$ cat src/rtl/uart_tx_arbiter_if.sv
// uart_tx_arbiter_if: requester byte streams, serializer port and grant status.
// The slave modport is the arbiter side, the master modport drives it.
interface uart_tx_arbiter_if #(
  parameter int NREQ = 4,
  parameter int IDW  = 3
);
  logic [NREQ-1:0]   i_req_valid;
  logic [8*NREQ-1:0] i_req_data;
  logic [NREQ-1:0]   i_req_last;
  logic [NREQ-1:0]   o_req_ready;
  logic [7:0]        o_tx_data;
  logic              o_tx_stb;
  logic              i_tx_busy;
  logic [IDW-1:0]    o_grant_id;
  logic              o_active;

  modport slave (
    input  i_req_valid,
    input  i_req_data,
    input  i_req_last,
    input  i_tx_busy,
    output o_req_ready,
    output o_tx_data,
    output o_tx_stb,
    output o_grant_id,
    output o_active
  );

  modport master (
    output i_req_valid,
    output i_req_data,
    output i_req_last,
    output i_tx_busy,
    input  o_req_ready,
    input  o_tx_data,
    input  o_tx_stb,
    input  o_grant_id,
    input  o_active
  );
endinterface

$ cat src/rtl/uart_tx_arbiter.sv
// uart_tx_arbiter: round-robin burst arbiter sharing one UART TX serializer.
// Define UART_TX_ARB_TAG_EN to prefix each burst with tag byte {5'b11110, grant}.
module uart_tx_arbiter #(
  parameter int NREQ         = 4,
  parameter int IDW          = 3,
  parameter int MAX_BURST    = 16,
  parameter int IDLE_TIMEOUT = 64
) (
  input logic              i_clk,
  input logic              i_reset_n,
  uart_tx_arbiter_if.slave bus
);

  typedef enum logic [1:0] {
    S_IDLE = 2'd0,
    S_SEND = 2'd1,
`ifdef UART_TX_ARB_TAG_EN
    S_GAP  = 2'd2,
    S_TAG  = 2'd3
`else
    S_GAP  = 2'd2
`endif
  } state_t;

  state_t          state_q;
  state_t          state_d;
  logic [IDW-1:0]  grant_q;
  logic [IDW-1:0]  grant_d;
  logic [IDW-1:0]  rr_q;
  logic [IDW-1:0]  rr_d;
  logic [7:0]      burst_q;
  logic [7:0]      burst_d;
  logic [7:0]      idle_q;
  logic [7:0]      idle_d;
  logic [7:0]      data_q;
  logic [7:0]      data_d;
  logic            stb_q;
  logic            stb_d;
  logic            last_q;
  logic            last_d;
  logic            act_q;
  logic            act_d;

  logic [NREQ-1:0] mask;
  logic            any_v;
  logic            hi_v;
  logic [IDW-1:0]  lo_idx;
  logic [IDW-1:0]  hi_idx;
  logic [IDW-1:0]  pick;

  logic            sel_valid;
  logic            sel_last;
  logic [7:0]      sel_data;
  logic            send_ok;
  logic [NREQ-1:0] ready;
  logic [7:0]      idle_inc;

  // Prefer the lowest valid index above rr_q, else wrap to the lowest valid.
  always_comb begin
    mask   = '0;
    lo_idx = '0;
    hi_idx = '0;
    for (int j = 0; j < NREQ; j++) begin
      mask[j] = IDW'(j) > rr_q;
    end
    any_v = |bus.i_req_valid;
    hi_v  = |(bus.i_req_valid & mask);
    for (int j = NREQ - 1; j >= 0; j--) begin
      if (bus.i_req_valid[j]) begin
        lo_idx = IDW'(j);
      end
      if (bus.i_req_valid[j] && mask[j]) begin
        hi_idx = IDW'(j);
      end
    end
    pick = hi_v ? hi_idx : lo_idx;
  end

  always_comb begin
    sel_valid = 1'b0;
    sel_last  = 1'b0;
    sel_data  = '0;
    for (int j = 0; j < NREQ; j++) begin
      if (grant_q == IDW'(j)) begin
        sel_valid = bus.i_req_valid[j];
        sel_last  = bus.i_req_last[j];
        sel_data  = bus.i_req_data[8*j +: 8];
      end
    end
  end

  assign send_ok  = (state_q == S_SEND) && !bus.i_tx_busy && sel_valid;
  assign idle_inc = idle_q + 8'd1;

  always_comb begin
    ready = '0;
    for (int j = 0; j < NREQ; j++) begin
      ready[j] = send_ok && (grant_q == IDW'(j));
    end
  end

  always_comb begin
    state_d = state_q;
    grant_d = grant_q;
    rr_d    = rr_q;
    burst_d = burst_q;
    idle_d  = idle_q;
    data_d  = data_q;
    stb_d   = 1'b0;
    last_d  = last_q;
    act_d   = act_q;
    unique case (state_q)
      S_IDLE: begin
        if (any_v) begin
          grant_d = pick;
          act_d   = 1'b1;
          burst_d = '0;
          idle_d  = '0;
          last_d  = 1'b0;
`ifdef UART_TX_ARB_TAG_EN
          state_d = S_TAG;
`else
          state_d = S_SEND;
`endif
        end
      end
`ifdef UART_TX_ARB_TAG_EN
      S_TAG: begin
        if (!bus.i_tx_busy) begin
          data_d  = {5'b11110, 3'(grant_q)};
          stb_d   = 1'b1;
          state_d = S_GAP;
        end
      end
`endif
      S_SEND: begin
        if (send_ok) begin
          data_d  = sel_data;
          stb_d   = 1'b1;
          burst_d = burst_q + 8'd1;
          last_d  = sel_last;
          idle_d  = '0;
          state_d = S_GAP;
        end else if (!bus.i_tx_busy) begin
          idle_d = idle_inc;
          if (idle_inc == 8'(IDLE_TIMEOUT)) begin
            rr_d    = grant_q;
            act_d   = 1'b0;
            state_d = S_IDLE;
          end
        end
      end
      S_GAP: begin
        if (last_q || burst_q == 8'(MAX_BURST)) begin
          rr_d    = grant_q;
          act_d   = 1'b0;
          state_d = S_IDLE;
        end else begin
          state_d = S_SEND;
        end
      end
      default: begin
        act_d   = 1'b0;
        state_d = S_IDLE;
      end
    endcase
  end

  always_ff @(posedge i_clk or negedge i_reset_n) begin
    if (!i_reset_n) begin
      state_q <= S_IDLE;
      grant_q <= '0;
      rr_q    <= IDW'(NREQ - 1);
      burst_q <= '0;
      idle_q  <= '0;
      data_q  <= '0;
      stb_q   <= 1'b0;
      last_q  <= 1'b0;
      act_q   <= 1'b0;
    end else begin
      state_q <= state_d;
      grant_q <= grant_d;
      rr_q    <= rr_d;
      burst_q <= burst_d;
      idle_q  <= idle_d;
      data_q  <= data_d;
      stb_q   <= stb_d;
      last_q  <= last_d;
      act_q   <= act_d;
    end
  end

  assign bus.o_req_ready = ready;
  assign bus.o_tx_data   = data_q;
  assign bus.o_tx_stb    = stb_q;
  assign bus.o_grant_id  = grant_q;
  assign bus.o_active    = act_q;

endmodule

$ cat src/flat_wrapper.sv
// flat-port wrapper written by rule: the top's interface ports become plain ports
module uart_tx_arbiter_flat 
#(
  parameter int NREQ         = 4,
  parameter int IDW          = 3,
  parameter int MAX_BURST    = 16,
  parameter int IDLE_TIMEOUT = 64
)
  (i_clk, i_reset_n, bus_i_req_valid, bus_i_req_data, bus_i_req_last, bus_i_tx_busy, bus_o_req_ready, bus_o_tx_data, bus_o_tx_stb, bus_o_grant_id, bus_o_active);
  uart_tx_arbiter_if #(.NREQ(NREQ), .IDW(IDW)) bus_i ();
  input logic i_clk;
  input logic i_reset_n;
  input wire logic [$bits(bus_i.i_req_valid)-1:0] bus_i_req_valid;
  input wire logic [$bits(bus_i.i_req_data)-1:0] bus_i_req_data;
  input wire logic [$bits(bus_i.i_req_last)-1:0] bus_i_req_last;
  input wire logic [$bits(bus_i.i_tx_busy)-1:0] bus_i_tx_busy;
  output wire logic [$bits(bus_i.o_req_ready)-1:0] bus_o_req_ready;
  output wire logic [$bits(bus_i.o_tx_data)-1:0] bus_o_tx_data;
  output wire logic [$bits(bus_i.o_tx_stb)-1:0] bus_o_tx_stb;
  output wire logic [$bits(bus_i.o_grant_id)-1:0] bus_o_grant_id;
  output wire logic [$bits(bus_i.o_active)-1:0] bus_o_active;
  assign bus_i.i_req_valid = bus_i_req_valid;
  assign bus_i.i_req_data = bus_i_req_data;
  assign bus_i.i_req_last = bus_i_req_last;
  assign bus_i.i_tx_busy = bus_i_tx_busy;
  assign bus_o_req_ready = bus_i.o_req_ready;
  assign bus_o_tx_data = bus_i.o_tx_data;
  assign bus_o_tx_stb = bus_i.o_tx_stb;
  assign bus_o_grant_id = bus_i.o_grant_id;
  assign bus_o_active = bus_i.o_active;
  uart_tx_arbiter #(.NREQ(NREQ), .IDW(IDW), .MAX_BURST(MAX_BURST), .IDLE_TIMEOUT(IDLE_TIMEOUT)) u_core (.i_clk(i_clk), .i_reset_n(i_reset_n), .bus(bus_i));
endmodule
$ cat config.mk
export PLATFORM = sky130hd
export DESIGN_NAME = uart_tx_arbiter_flat
export DESIGN_NICKNAME = d
export VERILOG_FILES = /design/src/rtl/uart_tx_arbiter_if.sv /design/src/rtl/uart_tx_arbiter.sv /design/src/flat_wrapper.sv
export SDC_FILE = /design/constraint.sdc
export NUM_CORES = 1
export LEC_CHECK = 0
export ABC_CLOCK_PERIOD_IN_PS = 3230
export CAP_MARGIN = 20
export CORE_ASPECT_RATIO = 1.5
export CORE_UTILIZATION = 51
export CTS_CLUSTER_DIAMETER = 40
export DETAILED_ROUTE_END_ITERATION = 10
export HOLD_SLACK_MARGIN = 0.03
export MAX_ROUTING_LAYER = met4
export PLACE_DENSITY_LB_ADDON = 0.25
export SLEW_MARGIN = 25
export SYNTH_ARGS = -nofsm -noshare
export SYNTH_HDL_FRONTEND = slang
export SYNTH_SLANG_ARGS = --single-unit
$ cat constraint.sdc
create_clock -name i_clk -period 3.23 [get_ports i_clk]
set_input_delay 0.8075 -clock i_clk [delete_from_list [all_inputs] [get_ports i_clk]]
set_output_delay 0.8075 -clock i_clk [all_outputs]
set_load 0.02 [all_outputs]
==> results of run 1 <==
==> critical path, stage by stage <==
cell and delay, ns:
clkdlybuf4s50_1 0.42, mux4_2 0.52, nand2_4 0.10, inv_2 0.04
and3_1 0.16, dlygate4sd2_1 0.32
==> power breakdown <==
| part | switching (mW) | leakage (nW) | internal [mW] | total [mW] |
|---|---|---|---|---|
| Sequential | 0.104 | 0.428 | 0.535 | 0.639 |
| Clock | 0.161 | 0.0364 | 0.151 | 0.312 |
| Combinational | 0.516 | 0.767 | 0.509 | 1.03 |
| Total | 0.781 | 1.23 | 1.20 | 1.98 |
==> logic make-up (layout without fill, tap and decap cells) <==
family                     Yosys count  count (layout)  synth area share
other                                1               1          0.001823
AOI/OAI and AO/OA                   40              40            0.1223
buffers and inverters               19              90           0.05535
muxes                               13              13            0.1290
DFF                                 33              33            0.4027
adders and majority gates            3               3           0.01825
xor gates and xnor gates             3               3           0.01278
and+or+nand+nor                     93              93            0.2579
==> layer usage <==
metal | up-vias | track usage | share of wire
met5 | - | - | 0
met4 | 0 | 0.1079 | 0.023
met3 | 11 | 0.06857 | 0.051
met2 | 61 | 0.4716 | 0.56
met1 | 894 | 0.2643 | 0.37
li1 | 873 | - | -
==> final timing paths <==
check / from / to / slack (ns) / depth (start not counted)
setup reg to reg: u_core.state_q[0]$_DFFE_PN0P_ / u_core.rr_q[1]$_DFFE_PN1P_ / 1.30 / 5
setup / recovery: bus_i_req_valid[3] / bus_o_req_ready[3] / 0.05 / 6
min in group asynchronous: i_reset_n / u_core.bus.o_active$_DFFE_PN0P_ / 0.91 / 2
hold / removal: u_core.bus.o_tx_data[2]$_DFFE_PN0P_ / u_core.bus.o_tx_data[2]$_DFFE_PN0P_ / 0.47 / 2
hold reg to reg: u_core.bus.o_tx_data[2]$_DFFE_PN0P_ / u_core.bus.o_tx_data[2]$_DFFE_PN0P_ / 0.47 / 2
max in group asynchronous: i_reset_n / u_core.rr_q[1]$_DFFE_PN1P_ / 1.97 / 2
==> cell usage in the layout, fill, tap and decap left out, drive strengths merged, types with 2 or more instances in the layout <==
cell	n
o31ai	6
xor2	2
o21ai	22
nor3	3
clkinvlp	3
nor2	10
a21oi	3
nand2b	3
dfrtp	31
nand4	3
clkbuf	5
mux4	10
nor2b	5
clkdlybuf4s50	54
buf	17
mux2	2
nand2	43
a22oi	2
ha	3
dfstp	2
and3	5
nor4	2
a31oi	3
nand3	6
dlygate4sd2	4
inv	7
nor4b	4
nor3b	2
==> cell type report <==
type,count,area share
clock buffers,5,0.02442
repair buffers,75,0.2496
multi-input cells,153,0.3956
well taps,43,0.01909
inverters,7,0.009325
flip-flops and latches,33,0.2940
clock inverters,3,0.007993
==> flip-flops by register name (all words and copies together), names as in the netlist <==
signal                 flops
u_core.bus.o_active        1
u_core.state_q             2
u_core.burst_q             8
u_core.bus.o_tx_data       8
u_core.bus.o_grant_id      2
u_core.idle_q              8
u_core.bus.o_tx_stb        1
u_core.last_q              1
u_core.rr_q                2
==> timing repair <==
item,4_1_cts,5_1_grt
endpoints found under the setup margin,4,0
resized for setup,4,0
buffers inserted,0,0
==> flow_summary.yaml, run 1 <==
clocking:
  cts.reportedPaths.clkPinSlew_ns: 0.08
  cts.htree.levels: 2
  cts-buffers-inserted: 5
  tritoncts: "done"
  cts_hold_repair.buffers: 0
  cell_at_the_root_of_the_clock_tree: "clkbuf_8"
  clock_sink_count: 33
  number_of_buffers_between_clock_root_and_the_deepest_sink: 2
  worst_skew_pair.late_latency_ns: 0.29
timing:
  final-setup-viol-count: 0
  timing.final.crit_period_ns: 3.175
  worst_slack_ns: 0.05468
  clock.fmax_mhz: 314.9
  timing.final.crit_share: 0.9831
  rsz0062_at_grt: "false"
  worst_hold_slack_ns: 0.4745
  finClkSkew_ns: 0.008968
  setup_tns_ns: 0
  maxSlewViolCount: 0
  hold_violations: 0
layout:
  n_fill_cell: 271
  share_of_final_layout_standard_cells_stronger_than_drive_strength_1: 0.1848
  stdcell_count: 319
  layout.area.seq_um2: 828.3
  diodes: 0
  layout.cell_area.non_filler_mm2: 0.002818
  post_synthesis_to_final_layout_area_growth_pct: 36.98
  final_net_count: 321
  final_core_util: 0.7514
  multiInputGateArea_mm2: 0.001115
drt:
  avgViaCountPerCell: 5.765
  vias: 1839
  avgRoutedWirePerCell_um: 14.75
  drt_first_iter_violations: 56
  post-route-drc-count: 0
  routed_wl_um: 4704
  dr.pass1.iters: 4
  route.antenna.remaining_nets: 0
placed_design:
  gp_congestion: 0.8238
  dp_hpwl_um: 3619
  placement.io_buffers: 58
  dpl-instance-area_mm2: 0.002731
  place_worst_setup_slack_ns: -0.1727
  placed_cells: 311
die:
  start_util: 0.5485
  die_width_um: 53.86
  rows: 27
  vertical_extent_of_the_die_um: 79.78
  design.portCount: 60
  fp.dieArea_mm2: 0.004297
  floorplan.core_area_mm2: 0.003750
yosys:
  synth_largest_type_area_fraction: 0.3771
  synth_most_common_cell: "nand2_1"
  synth_area_mm2: 0.002057
  synth_top_cells_by_area: "dfrtp_1, mux4_2, nand2_1"
  synth_cell_types: 52
  yosys_warnings: 0
  synth-main-ff-cell: "dfrtp_1"
  synth_area_per_cell_um2: 10.03
  synth_async_sr_flop_share: 1.000
  yosys-top-cells-count: "nand2_1, dfrtp_1, o21ai_0, o21ai_1, nor2_1"
  seq_area_frac_synth: 0.4027
  synth_largest_area_cell: "dfrtp_1"
  yosys_register_bits: 33
  number_of_synthesized_flops_with_an_enable_pin: 0
  synth.net_count: 251
  post_synth_inst_count: 205
grt:
  gr-total-overflow: 0
  first_global_vias: 1837
  grt_antenna_before_repair: 0
  maximum_number_of_pins_on_one_net_before_global_route_repair: 34
  first_pass_grt_wire_length_um: 7893
  gr-usage-all-layers: 0.2666
setup_path:
  path_class: "input pin to output port"
  worst_ep_arrival_time_ns: 2.37
  worst-path-max-fanout: 2
  timing.critical_path.required_ns: 2.42
  setup.worst_path.end_class: "output port"
  worst_setup_path_start_kind: "input pin"
flow_run:
  maxCapViolations: 0
pwr:
  power.density_mw_per_mm2: 701.5
  peakVddDrop_uv: 631.3
  power.total_mw: 1.977
  reported_leakage_power_nw: 1.231
min_path:
  timing.hold.worst.class: "flop to flop"
run_status:
  outcome: "completed"
(Power assumes the default switching activity.)
==> run 2: changes to the inputs <==
- CORE_UTILIZATION: 51 -> 38
==> flow_summary.yaml, run 2 (synthesis gave the netlist of run 1 again) <==
grt:
  first_global_vias: 1651
  gr-usage-all-layers: 0.1766
  use_met2: 0.2846
  maximum_number_of_pins_on_one_net_before_global_route_repair: 34
  use_met3: 0.03808
  groute.layer.met1.usage: 0.2068
  global_route.peak_usage_layer: "met2"
  first_pass_grt_wire_length_um: 7334
  grt_antenna_before_repair: 0
  gr-total-overflow: 0
min_path:
  timing.hold.worst.class: "flop to flop"
  hold-path-cell-count: 2
clocking:
  cts.htree.levels: 2
  worst_skew_pair.late_latency_ns: 0.29
  buffer_count_from_post_cts_setup_fixing: 0
  tritoncts: "done"
  clock_sink_count: 33
  cell_at_the_root_of_the_clock_tree: "clkbuf_8"
  cts.reportedPaths.clkPinSlew_ns: 0.07
  cts-buffers-inserted: 5
  number_of_buffers_between_clock_root_and_the_deepest_sink: 2
setup_path:
  timing.critical_path.required_ns: 2.42
  cells_along_the_critical_path: "clkdlybuf4s50_1, mux4_2, nand2_4, inv_2, and3_1, clkdlybuf4s15_1"
  critical-path-slowest-cell: "mux4_2"
  worst_ep_arrival_time_ns: 2.34
  path_class: "input pin to output port"
  worst_setup_path_start_kind: "input pin"
  r2r.worst_path.cells: 5
  setup.worst_path.end_class: "output port"
  worst-path-max-fanout: 2
  timing.critical_path.slowest_cell_delay_ns: 0.53
timing:
  worst_slew_margin_rel: 0.5730
  finClkSkew_ns: 0.01035
  rsz0062_at_grt: "false"
  maxSlewViolCount: 0
  hold_violations: 0
  worst_pin_slew_ns: 0.6356
  timing.final.crit_period_ns: 3.145
  timing.final.crit_share: 0.9737
  final-setup-viol-count: 0
  clock.fmax_mhz: 318.0
layout:
  final_core_util: 0.5458
  final_common_cell: "clkdlybuf4s50_1"
  post_synthesis_to_final_layout_area_growth_pct: 37.04
  most-common-layout-cells: "clkdlybuf4s50_1, nand2_1, dfrtp_1"
  share_of_final_layout_standard_cells_stronger_than_drive_strength_1: 0.1722
  diodes: 0
  final_net_count: 318
  layout.cell_area.non_filler_mm2: 0.002819
pwr:
  reported_leakage_power_nw: 1.221
  peakVddDrop_uv: 379.2
  power.total_mw: 1.926
  power.density_mw_per_mm2: 683.1
die:
  rows: 32
  design.portCount: 60
  floorplan.core_area_mm2: 0.005165
  fp.dieArea_mm2: 0.005717
  die_width_um: 62.07
  vertical_extent_of_the_die_um: 92.11
  start_util: 0.3983
drt:
  vias: 1734
  route.antenna.remaining_nets: 0
  post-route-drc-count: 0
  avgViaCountPerCell: 5.085
  avgRoutedWirePerCell_um: 13.64
  routed_wl_um: 4650
  dr.pass1.iters: 4
  drt_first_iter_violations: 118
placed_design:
  gp_congestion: 0.7885
  dpl-instance-area_mm2: 0.002740
  placement.io_buffers: 58
  dp_hpwl_um: 3410
flow_run:
  maxCapViolations: 0
run_status:
  outcome: "completed"
## run 2: cell types whose count changed in the layout (fill, tap and decap cells not counted), sizes merged
cell,before,now
clkinvlp,3,0
dlygate4sd2,4,3
buf,17,14
clkinv,0,2
clkdlybuf4s15,0,1
clkbuf,5,6
## run 2: report_power, final
group          switching [mW]  leakage (nW)  internal (mW)  total [mW]
Clock                   0.151        0.0450          0.149       0.300
Combinational           0.492         0.749          0.493       0.985
Sequential              0.106         0.428          0.535       0.641
Total                   0.749          1.22           1.18        1.93
## run 2: per-layer routing
layer | part of all wire | up-vias | wire (um)
met1 | 0.41 | 828 | 1925
met3 | 0.040 | 4 | 188
met5 | 0 | - | 0
li1 | - | 867 | -
met4 | 0.0097 | 0 | 45
met2 | 0.54 | 35 | 2490
## run 2: cell type report
class	instances	area [um^2]
Sequential cell	33	828.3
Fill cell	448	2346
Clock buffer	6	72.57
Multi-Input combinational cell	153	1115
Timing Repair Buffer	72	681.9
Tap cell	68	85.08
Inverter	7	26.28
Clock inverter	2	10.01
## run 2: path summary, 6_finish.rpt
path | startpoint | end | slack (ns)
setup reg to reg | u_core.state_q[0]$_DFFE_PN0P_ | u_core.rr_q[1]$_DFFE_PN1P_ | 1.33
hold reg to reg | u_core.bus.o_tx_data[2]$_DFFE_PN0P_ | u_core.bus.o_tx_data[2]$_DFFE_PN0P_ | 0.47
max in group asynchronous | i_reset_n | u_core.rr_q[0]$_DFFE_PN1P_ | 1.96
setup / recovery | bus_i_req_valid[3] | bus_o_req_ready[3] | 0.09
min in group asynchronous | i_reset_n | u_core.idle_q[4]$_DFFE_PN0P_ | 0.92
hold / removal | u_core.bus.o_tx_data[2]$_DFFE_PN0P_ | u_core.bus.o_tx_data[2]$_DFFE_PN0P_ | 0.47
## run 2: worst max-delay path: cells and delay by family
kind | cells | cell delay [ns]
buffers and inverters | 3 | 0.73
multiplexers | 1 | 0.53
AND/OR/NAND/NOR | 2 | 0.27
## run 2: metrics by stage
step                cells  setup WS (ns)  setup TNS, ns  hold slack, ns
floorplan             205         0.4517              0          0.4391
global placement      333        -0.1842        -0.6409          0.4565
detailed placement    333        -0.1620        -0.6060          0.4609
CTS                   341        0.04914              0          0.4779
global route          341        0.01578              0          0.4987
finish                341        0.08503              0          0.4733
## run 2: what timing repair did
action	4_1_cts	5_1_grt
resized for setup	4	1
hold buffers	0	0
setup endpoints to repair	4	1
